## src/rtl/time_display_driver.sv

```systemverilog
// ============================================================================
// Module   : time_display_driver
// Brief    : Snapshots stopwatch MM/SS/CC counts, converts them to BCD and
//            scans them onto a 6-digit multiplexed 7-segment display.
// Revision : 1.0  initial release
// ============================================================================
`default_nettype none

module time_display_driver #(
  parameter int SCAN_DIV   = 50000,
  parameter int SAMPLE_DIV = 1000000
) (
  input  logic       clk,
  input  logic       rst,
  input  logic [5:0] min_i,
  input  logic [5:0] sec_i,
  input  logic [6:0] ms_10_i,
  input  logic       hold_i,
  output logic [7:0] seg_o,
  output logic [5:0] an_o,
  output logic       busy_o,
  output logic       upd_o
);

  localparam int c_scan_w   = (SCAN_DIV   > 1) ? $clog2(SCAN_DIV)   : 1;
  localparam int c_sample_w = (SAMPLE_DIV > 1) ? $clog2(SAMPLE_DIV) : 1;
  localparam logic [c_scan_w-1:0]   c_scan_last   = c_scan_w'(SCAN_DIV - 1);
  localparam logic [c_sample_w-1:0] c_sample_last = c_sample_w'(SAMPLE_DIV - 1);

  typedef enum logic [2:0] {
    S_IDLE = 3'd0,
    S_CAP1 = 3'd1,
    S_CAP2 = 3'd2,
    S_CONV = 3'd3,
    S_UPD  = 3'd4
  } state_t;

  state_t                  r_state;
  logic [c_scan_w-1:0]     r_scan_cnt;
  logic [c_sample_w-1:0]   r_sample_cnt;
  logic [2:0]              r_digit;
  logic [18:0]             r_snap;
  logic [1:0]              r_retry;
  logic [1:0]              r_field;
  logic [2:0]              r_iter;
  logic [6:0]              r_bin;
  logic [7:0]              r_bcd;
  logic [2:0]              r_dash;
  logic [23:0]             r_shadow;
  logic [23:0]             r_disp;

  logic                    w_tick;
  logic                    w_scan_wrap;
  logic [2:0]              w_digit_nxt;
  logic [18:0]             w_live;
  logic [7:0]              w_adj;
  logic [14:0]             w_shift;
  logic [7:0]              w_bcd_nxt;
  logic [6:0]              w_bin_nxt;
  logic [23:0]             w_disp_nxt;
  logic [3:0]              w_digit_val;
  logic                    w_dp;

  // Active-low {g,f,e,d,c,b,a}; any non-decimal code is the dash marker.
  function automatic logic [6:0] f_seg(input logic [3:0] v);
    logic [6:0] s;
    case (v)
      4'd0:    s = 7'b1000000;
      4'd1:    s = 7'b1111001;
      4'd2:    s = 7'b0100100;
      4'd3:    s = 7'b0110000;
      4'd4:    s = 7'b0011001;
      4'd5:    s = 7'b0010010;
      4'd6:    s = 7'b0000010;
      4'd7:    s = 7'b1111000;
      4'd8:    s = 7'b0000000;
      4'd9:    s = 7'b0010000;
      default: s = 7'b0111111;
    endcase
    return s;
  endfunction

  assign w_tick      = (r_sample_cnt == c_sample_last);
  assign w_scan_wrap = (r_scan_cnt == c_scan_last);
  assign w_digit_nxt = !w_scan_wrap      ? r_digit :
                       (r_digit == 3'd5) ? 3'd0    : r_digit + 3'd1;
  assign w_live      = {min_i, sec_i, ms_10_i};

  // One double-dabble step: add 3 to any BCD nibble >= 5, then shift left.
  assign w_adj[3:0]  = (r_bcd[3:0] >= 4'd5) ? r_bcd[3:0] + 4'd3 : r_bcd[3:0];
  assign w_adj[7:4]  = (r_bcd[7:4] >= 4'd5) ? r_bcd[7:4] + 4'd3 : r_bcd[7:4];
  assign w_shift     = {w_adj, r_bin} << 1;
  assign w_bcd_nxt   = w_shift[14:7];
  assign w_bin_nxt   = w_shift[6:0];

  // Segments are registered alongside upd_o, so look through to the shadow in UPD.
  assign w_disp_nxt  = (r_state == S_UPD) ? r_shadow : r_disp;
  assign w_digit_val = w_disp_nxt[{w_digit_nxt, 2'b00} +: 4];
  assign w_dp        = (w_digit_nxt == 3'd2) || (w_digit_nxt == 3'd4);

  always_ff @(posedge clk or negedge rst) begin
    if (!rst) begin
      r_sample_cnt <= '0;
    end else if (w_tick) begin
      r_sample_cnt <= '0;
    end else begin
      r_sample_cnt <= r_sample_cnt + 1'b1;
    end
  end

  always_ff @(posedge clk or negedge rst) begin
    if (!rst) begin
      r_scan_cnt <= '0;
      r_digit    <= 3'd0;
      an_o       <= 6'h3F;
      seg_o      <= 8'hFF;
    end else begin
      r_scan_cnt <= w_scan_wrap ? '0 : r_scan_cnt + 1'b1;
      r_digit    <= w_digit_nxt;
      an_o       <= ~(6'b000001 << w_digit_nxt);
      seg_o      <= {~w_dp, f_seg(w_digit_val)};
    end
  end

  always_ff @(posedge clk or negedge rst) begin
    if (!rst) begin
      r_state  <= S_IDLE;
      r_snap   <= '0;
      r_retry  <= 2'd0;
      r_field  <= 2'd0;
      r_iter   <= 3'd0;
      r_bin    <= '0;
      r_bcd    <= '0;
      r_dash   <= '0;
      r_shadow <= '0;
      r_disp   <= '0;
      busy_o   <= 1'b0;
      upd_o    <= 1'b0;
    end else begin
      upd_o <= 1'b0;
      case (r_state)
        S_IDLE: begin
          if (w_tick && !hold_i) begin
            r_state <= S_CAP1;
            r_retry <= 2'd0;
            busy_o  <= 1'b1;
          end
        end
        S_CAP1: begin
          r_snap  <= w_live;
          r_state <= S_CAP2;
        end
        S_CAP2: begin
          // The counter core runs on another clock: accept only a repeatable sample.
          if (w_live == r_snap) begin
            r_state <= S_CONV;
            r_bin   <= r_snap[6:0];
            r_bcd   <= '0;
            r_iter  <= 3'd0;
            r_field <= 2'd0;
            r_dash  <= {r_snap[18:13] > 6'd59, r_snap[12:7] > 6'd59, r_snap[6:0] > 7'd99};
          end else if (r_retry == 2'd2) begin
            r_state <= S_IDLE;
            busy_o  <= 1'b0;
          end else begin
            r_retry <= r_retry + 2'd1;
            r_state <= S_CAP1;
          end
        end
        S_CONV: begin
          if (r_iter == 3'd6) begin
            r_shadow[{r_field, 3'b000} +: 8] <= r_dash[r_field] ? 8'hFF : w_bcd_nxt;
            r_bcd  <= '0;
            r_iter <= 3'd0;
            case (r_field)
              2'd0:    r_bin <= {1'b0, r_snap[12:7]};
              2'd1:    r_bin <= {1'b0, r_snap[18:13]};
              default: r_bin <= '0;
            endcase
            if (r_field == 2'd2) begin
              r_state <= S_UPD;
            end else begin
              r_field <= r_field + 2'd1;
            end
          end else begin
            r_bcd  <= w_bcd_nxt;
            r_bin  <= w_bin_nxt;
            r_iter <= r_iter + 3'd1;
          end
        end
        S_UPD: begin
          r_disp  <= r_shadow;
          upd_o   <= 1'b1;
          busy_o  <= 1'b0;
          r_state <= S_IDLE;
        end
        default: begin
          r_state <= S_IDLE;
          busy_o  <= 1'b0;
        end
      endcase
    end
  end

endmodule

`default_nettype wire

```

## config.mk

```make
export PLATFORM = sky130hd
export DESIGN_NAME = time_display_driver
export DESIGN_NICKNAME = d
export VERILOG_FILES = /design/src/rtl/time_display_driver.sv
export SDC_FILE = /design/constraint.sdc
export NUM_CORES = 1
export LEC_CHECK = 0
export BUFFER_PORTS_ARGS = -buffer_cell sky130_fd_sc_hd__clkbuf_2
export CORE_UTILIZATION = 45
export CTS_BUF_LIST = sky130_fd_sc_hd__clkbuf_8
export CTS_CLUSTER_SIZE = 14
export DETAILED_ROUTE_END_ITERATION = 8
export PLACE_DENSITY_LB_ADDON = 0.08
export REMOVE_ABC_BUFFERS = 1
export SETUP_SLACK_MARGIN = 0.2
export SLEW_MARGIN = 20
export SYNTH_ARGS = -nofsm -noshare
export SYNTH_HDL_FRONTEND = slang
export SYNTH_SLANG_ARGS = --single-unit
```

## constraint.sdc

```tcl
create_clock -name clk -period 3.5 [get_ports clk]
set_input_delay 0.7 -clock clk [delete_from_list [all_inputs] [get_ports clk]]
set_output_delay 0.7 -clock clk [all_outputs]
set_load 0.05 [all_outputs]
```

==> metrics.md, run 1 <==
| Metric | Value |
|---|---|
| Run status | `finished clean` |
| Mapped Area | `around 7400 µm²` |
| Sequential fraction of the synthesis area | `50.9%` |
| Net load switching power | `roughly 0.69 mW` |
| Launching element type of the critical path | `flip-flop` |
| Dominant register cell in the synthesized netlist | `sky130_fd_sc_hd__dfrtp_1` |
| TritonCTS clock tree | `yes` |
| Worst-case clock skew | `0.00927 ns` |
| Count of clock tree sinks | `150` |
| Via count of the first global-routing pass | `between 4000 and 5000` |
| Proportion of total power due to net switching | `20.9%` |
| Antenna violations before repair | `0` |
| Average detailed-routed wire length per instance | `around 15 µm` |
| Slowest CP cell | `sky130_fd_sc_hd__and4_1` |
| Ordered list of cells on the worst path | `ha_1 > and3_1 > and4_1 > buf_4 > mux2i_1 > a32oi_1 > a22oi_4 > mux2_4 > and2_1` |
| Cts repair resizes | `0` |
| Drt initial violations | `267` |
| Highest-count cells in the layout ignoring fill and taps | `sky130_fd_sc_hd__dfrtp_1, sky130_fd_sc_hd__nand2_1, sky130_fd_sc_hd__nor2_1, sky130_fd_sc_hd__o21ai_0, sky130_fd_sc_hd__clkbuf_2` |
| Later-pin clock latency in the skew report | `about 0.44 ns` |
| Final period demand of the worst path | `between 2 and 3 ns` |
| Proportion of power drawn by the clock network | `between 40% and 50%` |
| Power per unit of standard cell area | `400 nW/µm²` |
| Cell count after synthesis | `slightly below 700` |
| Highest achievable clock rate | `~340 MHz` |
| RSZ-0062 raised after global routing | `false` |
| Kind of path behind the tightest hold check | `in -> async` |
| Total via count after detailed routing | `between 5000 and 6000` |
| Register cell area after layout | `~3800 µm²` |
| Number of warnings printed during yosys synthesis | `0` |
| Depth of the worst register-to-register path | `9` |
| Peak supply drop | `0.255 mV` |
| Crit share post-route | `83.1%` |
| Worst-margin pin slew | `roughly 0.8 ns` |
| Die Area | `~17000 µm²` |
| Number of placement rows | `46` |
| Portion of total power attributed to combinational logic | `approximately 2.6%` |
| Hold buffer count at CTS | `0` |
| DRC violations left | `0` |
| Die W | `130 µm` |
| Hold violation count in the final report | `0` |
| Initial Utilization | `46.3%` |
| Dominant cell type by area after synthesis | `sky130_fd_sc_hd__dfrtp_1` |
| Multi-input gate area | `3370 µm²` |
| Final setup fails | `0` |
| Final-stage net count | `about 770` |
| Routed wire length | `roughly 15 mm` |
| # Max-Cap Violations | `0` |
| Critical path data required time | `slightly below 4 ns` |
| Synthesized flop and latch total | `150` |
| Max FO, Critical Path | `12` |
| Via density per instance | `between 5 and 6` |
| Max clock buf depth | `2` |
| Commonest non-fill, non-tap cell in the layout | `sky130_fd_sc_hd__dfrtp_1` |
| Area of the core | `between 15000 and 20000 µm²` |
| Die height | `between 100 and 150 µm` |
| Count of final max-slew check failures | `0` |
| Biggest area contributors in the synthesized netlist | `sky130_fd_sc_hd__dfrtp_1, sky130_fd_sc_hd__mux2_2, sky130_fd_sc_hd__dfstp_2` |
| Setup fix buffers added after clock tree synthesis | `0` |
| Data arrival time at the worst-slack endpoint | `around 3.3 ns` |
| Number of input and output port buffers inserted | `37` |
| Stage delay of the slowest cell on the critical path | `0.53 ns` |
| Fraction of the core area covered by cells at the end of the flow | `approximately half` |
| Met3 Use GR | `4.48%` |
| Total power draw | `about 3.3 mW` |
| First-pass GRT wire length | `roughly 25 mm` |
| Ports | `38` |
| Remaining global-route overflow | `0` |
| Met2 GRT Util | `~30%` |
| Cell class contributing the biggest share of worst-path delay | `simple AND/OR/NAND/NOR gates` |
| Clock slew at the register clock pins of the worst setup and hold paths | `about 0.08 ns` |
| Hpwl dp | `between 10 and 15 mm` |
| Number of levels in the clock H-tree | `4` |
| GRT Max-Usage Layer | `met2` |
| Reg power frac | `53.2%` |
| GP Congestion | `about 0.77` |
| Internal power contribution | `between 2 and 3 mW` |
| Top cell type's share of synthesized area | `between 40% and 50%` |
| Post-Synthesis Mean Instance Area | `10.7 µm²` |
| Type of element capturing the critical path | `flip-flop` |
| Library cells used by synthesis | `70` |
| Path length in cells of the critical path | `9` |
| Maximum number of pins on one net before global-route repair | `just under 90` |
| WP buf/inv | `1` |
| Number of CTS-inserted buffers | `17` |
| Leakage Power | `between 3 and 4 nW` |
| Count of inserted antenna diode cells | `0` |
| GRT met1 Usage | `25.5%` |
| Slew margin rel. | `between 40% and 50%` |
| Relative area change from synthesis to final layout | `11.4%` |
| EDFF count, synth | `0` |
| Remaining antenna violation count after routing | `0` |
| Class of the most critical setup path | `reg -> reg` |
| Layout cell share with drive strength beyond 1 | `approximately 20%` |
| Proportion of synthesized flip-flops having asynchronous set or reset | `100%` |
| Combined global-route utilization of all metal layers | `18.9%` |
| FILL cells | `roughly 1500` |
| Number of optimization iterations in the first detailed-route pass | `6` |
| Library cell used as clock root buffer | `sky130_fd_sc_hd__clkbuf_8` |
sequential cells by signal (all words and copies together) (netlist names):
register and cells:
r_field 2, r_state 3, seg_o 8, r_shadow 24, upd_o 1, r_sample_cnt 20
an_o 6, r_bcd 8, r_retry 2, r_disp 24, r_iter 3, r_digit 3
r_bin 7, busy_o 1, r_scan_cnt 16, r_dash 3, r_snap 19
logic make-up after synthesis:
family                     share of synthesized area (%)
and+or+nand+nor                                     16.1
AOI/OAI and AO/OA                                   10.1
muxes                                               10.1
buffers and inverters                               3.80
adders and majority gates                           3.04
xor gates and xnor gates                            6.01
DFF                                                 50.9
per-stage QoR:
stage          std cells  hold slack (ns)  worst slack, ns  area (µm²)   TNS [ns]
6_report             960            0.323            0.591        8260          0
4_1_cts              960            0.328            0.570        8260          0
5_1_grt              960            0.360            0.351        8260          0
2_1_floorplan        665            0.404        -0.000917        7240  -0.000917
3_5_place_dp         929            0.444            0.601        7810          0
3_3_place_gp         929            0.439            0.653        7810          0
power groups by stage:
stage	clock network, mW	logic (mW)	registers, mW
global placement	0	0.0896	1.79
CTS	1.51	0.0917	1.76
floorplan	0	0.0328	1.79
global route	1.58	0.101	1.76
finish	1.46	0.0875	1.76
detailed placement	0	0.0914	1.79
area by class of cell:
| class | count | area share, % |
|---|---|---|
| Sequential cell | 150 | 45.7 |
| Multi-Input combinational cell | 487 | 40.8 |
| Clock buffer | 24 | 4.00 |
| Timing Repair Buffer | 48 | 3.62 |
| Tap cell | 216 | 3.27 |
| Clock inverter | 7 | 1.39 |
| Inverter | 28 | 1.27 |
path summary, 6_finish.rpt:
path	from	to	slack, ns
max in group asynchronous	rst	seg_o[1]	2.30
min in group clk	r_scan_cnt[0]	r_scan_cnt[0]	0.46
setup reg to reg	r_scan_cnt[0]	seg_o[6]	0.59
hold / removal	rst	r_scan_cnt[12]	0.32
hold reg to reg	r_scan_cnt[0]	r_scan_cnt[0]	0.46
setup / recovery	r_scan_cnt[0]	seg_o[6]	0.59
worst reg2reg max path, delay by kind of cell, from the launching register on:
family	cells	cell delay (ns)
flip-flops	1	0.37
multiplexers	2	0.55
AND/OR/NAND/NOR	3	0.93
adder cells (fa/ha/maj)	1	0.19
AO/OA/AOI/OAI	2	0.54
buffers and inverters	1	0.28
routing by layer:
layer	up-vias	part of all wire (%)
met2	70	48
li1	2504	-
met3	12	2.6
met5	-	0
met1	2526	49
met4	0	0.93
synthesized netlist by cell type (4+ instances only):
master / instances
sky130_fd_sc_hd__buf_6: 6
sky130_fd_sc_hd__a221oi_1: 5
sky130_fd_sc_hd__nor3_1: 15
sky130_fd_sc_hd__a31oi_1: 4
sky130_fd_sc_hd__mux2_2: 33
sky130_fd_sc_hd__a21oi_1: 20
sky130_fd_sc_hd__nand3_1: 20
sky130_fd_sc_hd__and2_1: 8
sky130_fd_sc_hd__nand2_1: 70
sky130_fd_sc_hd__xnor2_1: 28
sky130_fd_sc_hd__nand3b_1: 5
sky130_fd_sc_hd__mux2_4: 4
sky130_fd_sc_hd__nor2b_1: 8
sky130_fd_sc_hd__o21ai_0: 51
sky130_fd_sc_hd__nor3b_1: 4
sky130_fd_sc_hd__a22oi_1: 4
sky130_fd_sc_hd__dfrtp_1: 136
sky130_fd_sc_hd__clkbuf_1: 17
sky130_fd_sc_hd__nand2b_1: 5
sky130_fd_sc_hd__dfstp_2: 14
sky130_fd_sc_hd__mux2i_1: 25
sky130_fd_sc_hd__and3_1: 12
sky130_fd_sc_hd__xor2_1: 21
sky130_fd_sc_hd__inv_1: 27
sky130_fd_sc_hd__nand4_1: 13
sky130_fd_sc_hd__nor2_1: 52
sky130_fd_sc_hd__nor4_1: 4
sky130_fd_sc_hd__a22o_1: 8
sky130_fd_sc_hd__ha_1: 18
Note: power is estimated with default switching activity, not from simulation.
==> run 2: changes to the inputs <==
==> constraint.sdc (replaced) <==
create_clock -name clk -period 2.4 [get_ports clk]
set_input_delay 0.48 -clock clk [delete_from_list [all_inputs] [get_ports clk]]
set_output_delay 0.48 -clock clk [all_outputs]
set_load 0.05 [all_outputs]
==> run 2 against run 1 <==
Compared with the run above:
- the flow now finishes with violations (negative setup slack)
- clock-buffer cell count is 1 lower
- combinational power increased by 55%
- wire length up 6.1%
- global-route usage rose by 0.89 points
- critical endpoint unchanged
==> metrics.md, run 2 (synthesized netlist as in run 1, its figures left out) <==
| Metric | Value |
|---|---|
| Run status | `finished, violations left` |
| Violations in the final reports | `negative setup slack` |
| RR Endpoint | `seg_o[6]` |
| Clock slew at the register clock pins of the worst setup and hold paths | `approximately 0.07 ns` |
| DRC violations left | `0` |
| Proportion of total power due to net switching | `22.0%` |
| First-pass GRT wire length | `roughly 26 mm` |
| Slew margin rel. | `between 50% and 60%` |
| Die height | `130 µm` |
| Commonest non-fill, non-tap cell in the layout | `sky130_fd_sc_hd__dfrtp_1` |
| Number of placement rows | `46` |
| Hpwl dp | `~11 mm` |
| Via count of the first global-routing pass | `between 5000 and 6000` |
| Average detailed-routed wire length per instance | `about 15 µm` |
| # Max-Cap Violations | `0` |
| TritonCTS clock tree | `yes` |
| Peak supply drop | `approximately 0.33 mV` |
| Crit share post-route | `109%` |
| Highest-count cells in the layout ignoring fill and taps | `sky130_fd_sc_hd__dfrtp_1, sky130_fd_sc_hd__nand2_1, sky130_fd_sc_hd__buf_4, sky130_fd_sc_hd__nor2_1, sky130_fd_sc_hd__o21ai_0` |
| Count of inserted antenna diode cells | `0` |
| Worst hold-check slack | `around 0.014 ns` |
| Data arrival time at the worst-slack endpoint | `around 3 ns` |
| Die Area | `17000 µm²` |
| Relative area change from synthesis to final layout | `20.5%` |
| Leakage Power | `slightly above 4 nW` |
| Ports | `38` |
| Total via count after detailed routing | `approximately 5400` |
| Remaining global-route overflow | `0` |
| Layout cell share with drive strength beyond 1 | `between 20 and 30%` |
| Highest routing layer actually used | `met4` |
| Net load switching power | `slightly above 1 mW` |
| Sum of routed wire segments on met1 | `7.09 mm` |
| Worst-case clock skew | `between 0.015 and 0.02 ns` |
| Critical path data required time | `between 2 and 3 ns` |
| Via density per instance | `between 5 and 6` |
| Worst-margin pin slew | `roughly 0.63 ns` |
| Worst flop-to-flop path startpoint | `r_state[0]` |
| Later-pin clock latency in the skew report | `about 0.45 ns` |
| Routed wire length | `around 16 mm` |
| Maximum number of pins on one net before global-route repair | `60` |
| Reg power frac | `about 56%` |
| Amount of wire on met2 after detailed routing | `7.71 mm` |
| Depth of the worst register-to-register path | `12` |
| Hold buffer count at CTS | `0` |
| Highest achievable clock rate | `~380 MHz` |
| Final worst-path setup slack | `-0.219 ns` |
| Remaining antenna violation count after routing | `0` |
| Portion of total power attributed to combinational logic | `3.0%` |
| Class of the most critical setup path | `reg -> reg` |
| Hold violation count in the final report | `0` |
| Setup WS pre-CTS | `-0.267 ns` |
| TNS Setup | `-1.20 ns` |
| Initial Utilization | `between 40% and 50%` |
| GP Congestion | `between 0.8 and 0.9` |
| Proportion of power drawn by the clock network | `a little over 40%` |
| Type of element capturing the critical path | `flip-flop` |
| FILL cells | `~1400` |
| Worst reg2reg setup slack | `-0.22 ns` |
| Die W | `approximately 130 µm` |
| Number of CTS-inserted buffers | `17` |
| Max FO, Critical Path | `6` |
| Met3 layer wire length in the routed design | `approximately 450 µm` |
| Worst setup endpoint | `seg_o[6]` |
| Number of input and output port buffers inserted | `37` |
| RSZ-0062 raised after global routing | `true` |
| Worst setup path startpoint | `r_state[0]` |
| Drt initial violations | `362` |
| Max clock buf depth | `2` |
| Area of the core | `between 15000 and 20000 µm²` |
| Largest registers | `r_disp x24, r_shadow x24, r_sample_cnt x20` |
| Library cell used as clock root buffer | `sky130_fd_sc_hd__clkbuf_8` |
| Launching element type of the critical path | `flip-flop` |
| Kind of path behind the tightest hold check | `in -> async` |
| Antenna violations before repair | `0` |
| Count of clock tree sinks | `150` |
| Combined global-route utilization of all metal layers | `around 20%` |
| Final period demand of the worst path | `roughly 2.6 ns` |
| Internal power contribution | `around 3.6 mW` |
| Count of final max-slew check failures | `0` |
| Power per unit of standard cell area | `~510 nW/µm²` |
| Number of optimization iterations in the first detailed-route pass | `5` |
| Final standard cell area without fillers | `between 8000 and 9000 µm²` |
| Number of levels in the clock H-tree | `4` |
| Final-stage net count | `about 840` |
| Placed inst area | `8290 µm²` |
| Final setup fails | `7` |
run 2: cell types whose count changed in the layout (fill, tap and decap cells not counted), sizes merged:
cell    delta
inv        +1
buf       +65
clkinv     +3
clkbuf     -1
bufinv     -2
run 2: power groups by stage:
stage,logic (mW),clock network (mW),registers (mW)
2_1_floorplan,0.0478,0,2.61
3_3_place_gp,0.137,0,2.61
3_5_place_dp,0.141,0,2.61
4_1_cts,0.141,1.94,2.56
5_1_grt,0.155,2.05,2.56
6_report,0.136,1.88,2.56
run 2: critical path: stages, from the launching register on:
cell and delay [ns]:
sky130_fd_sc_hd__dfrtp_1 0.41, sky130_fd_sc_hd__nor3b_4 0.27, sky130_fd_sc_hd__buf_6 0.15, sky130_fd_sc_hd__buf_16 0.12, sky130_fd_sc_hd__mux2i_2 0.22, sky130_fd_sc_hd__mux4_2 0.28
sky130_fd_sc_hd__nor3_2 0.04, sky130_fd_sc_hd__nor4_1 0.29, sky130_fd_sc_hd__buf_4 0.19, sky130_fd_sc_hd__inv_4 0.04, sky130_fd_sc_hd__ha_2 0.16, sky130_fd_sc_hd__mux2_4 0.24
sky130_fd_sc_hd__and2_4 0.13
run 2: worst min-delay path by stage:
stage / from / to / slack [ns] / cells past startpoint
3_3_place_gp: r_sample_cnt[4] / r_sample_cnt[4] / 0.45 / 1
3_5_place_dp: r_sample_cnt[4] / r_sample_cnt[4] / 0.46 / 1
2_1_floorplan: rst / busy_o / 0.18 / 0
6_report: rst / r_scan_cnt[8] / 0.01 / 1
5_1_grt: rst / r_sample_cnt[10] / 0.03 / 1
4_1_cts: rst / r_sample_cnt[10] / 0.02 / 1
run 2: stage by stage:
| step | total power [mW] | utilization [%] | instances |
|---|---|---|---|
| after floorplan | 2.65 | - | 665 |
| after global placement | 2.75 | 51.8 | 989 |
| after detailed placement | 2.75 | 51.8 | 989 |
| after CTS | 4.65 | 55.2 | 1025 |
| after global routing | 4.77 | 55.8 | 1026 |
| final | 4.58 | 55.8 | 1026 |
run 2: final cells by class:
cell class                 instances  area, µm²  area share (%)
sequential                       150       3770            42.2
multi-input combinational        487       3540            39.6
timing repair buffer             113        855            9.57
clock buffer                      23        317            3.54
tap                              216        270            3.03
inverter                          28        110            1.23
clock inverter                     9       73.8           0.826
run 2: per-layer routing:
metal | GRT usage (%) | up-vias
li1 | - | 2639
met1 | 25.3 | 2671
met2 | 33.4 | 106
met3 | 4.19 | 22
met4 | 7.10 | 0
met5 | 0 | -
run 2: timing repair:
| action | CTS | global route |
|---|---|---|
| resized for setup | 25 | 20 |
| setup endpoints to repair | 11 | 32 |
| gates cloned | 1 | 0 |
| pin swaps | 9 | 12 |
| hold endpoints to repair | 0 | 0 |
| setup buffers | 3 | 1 |
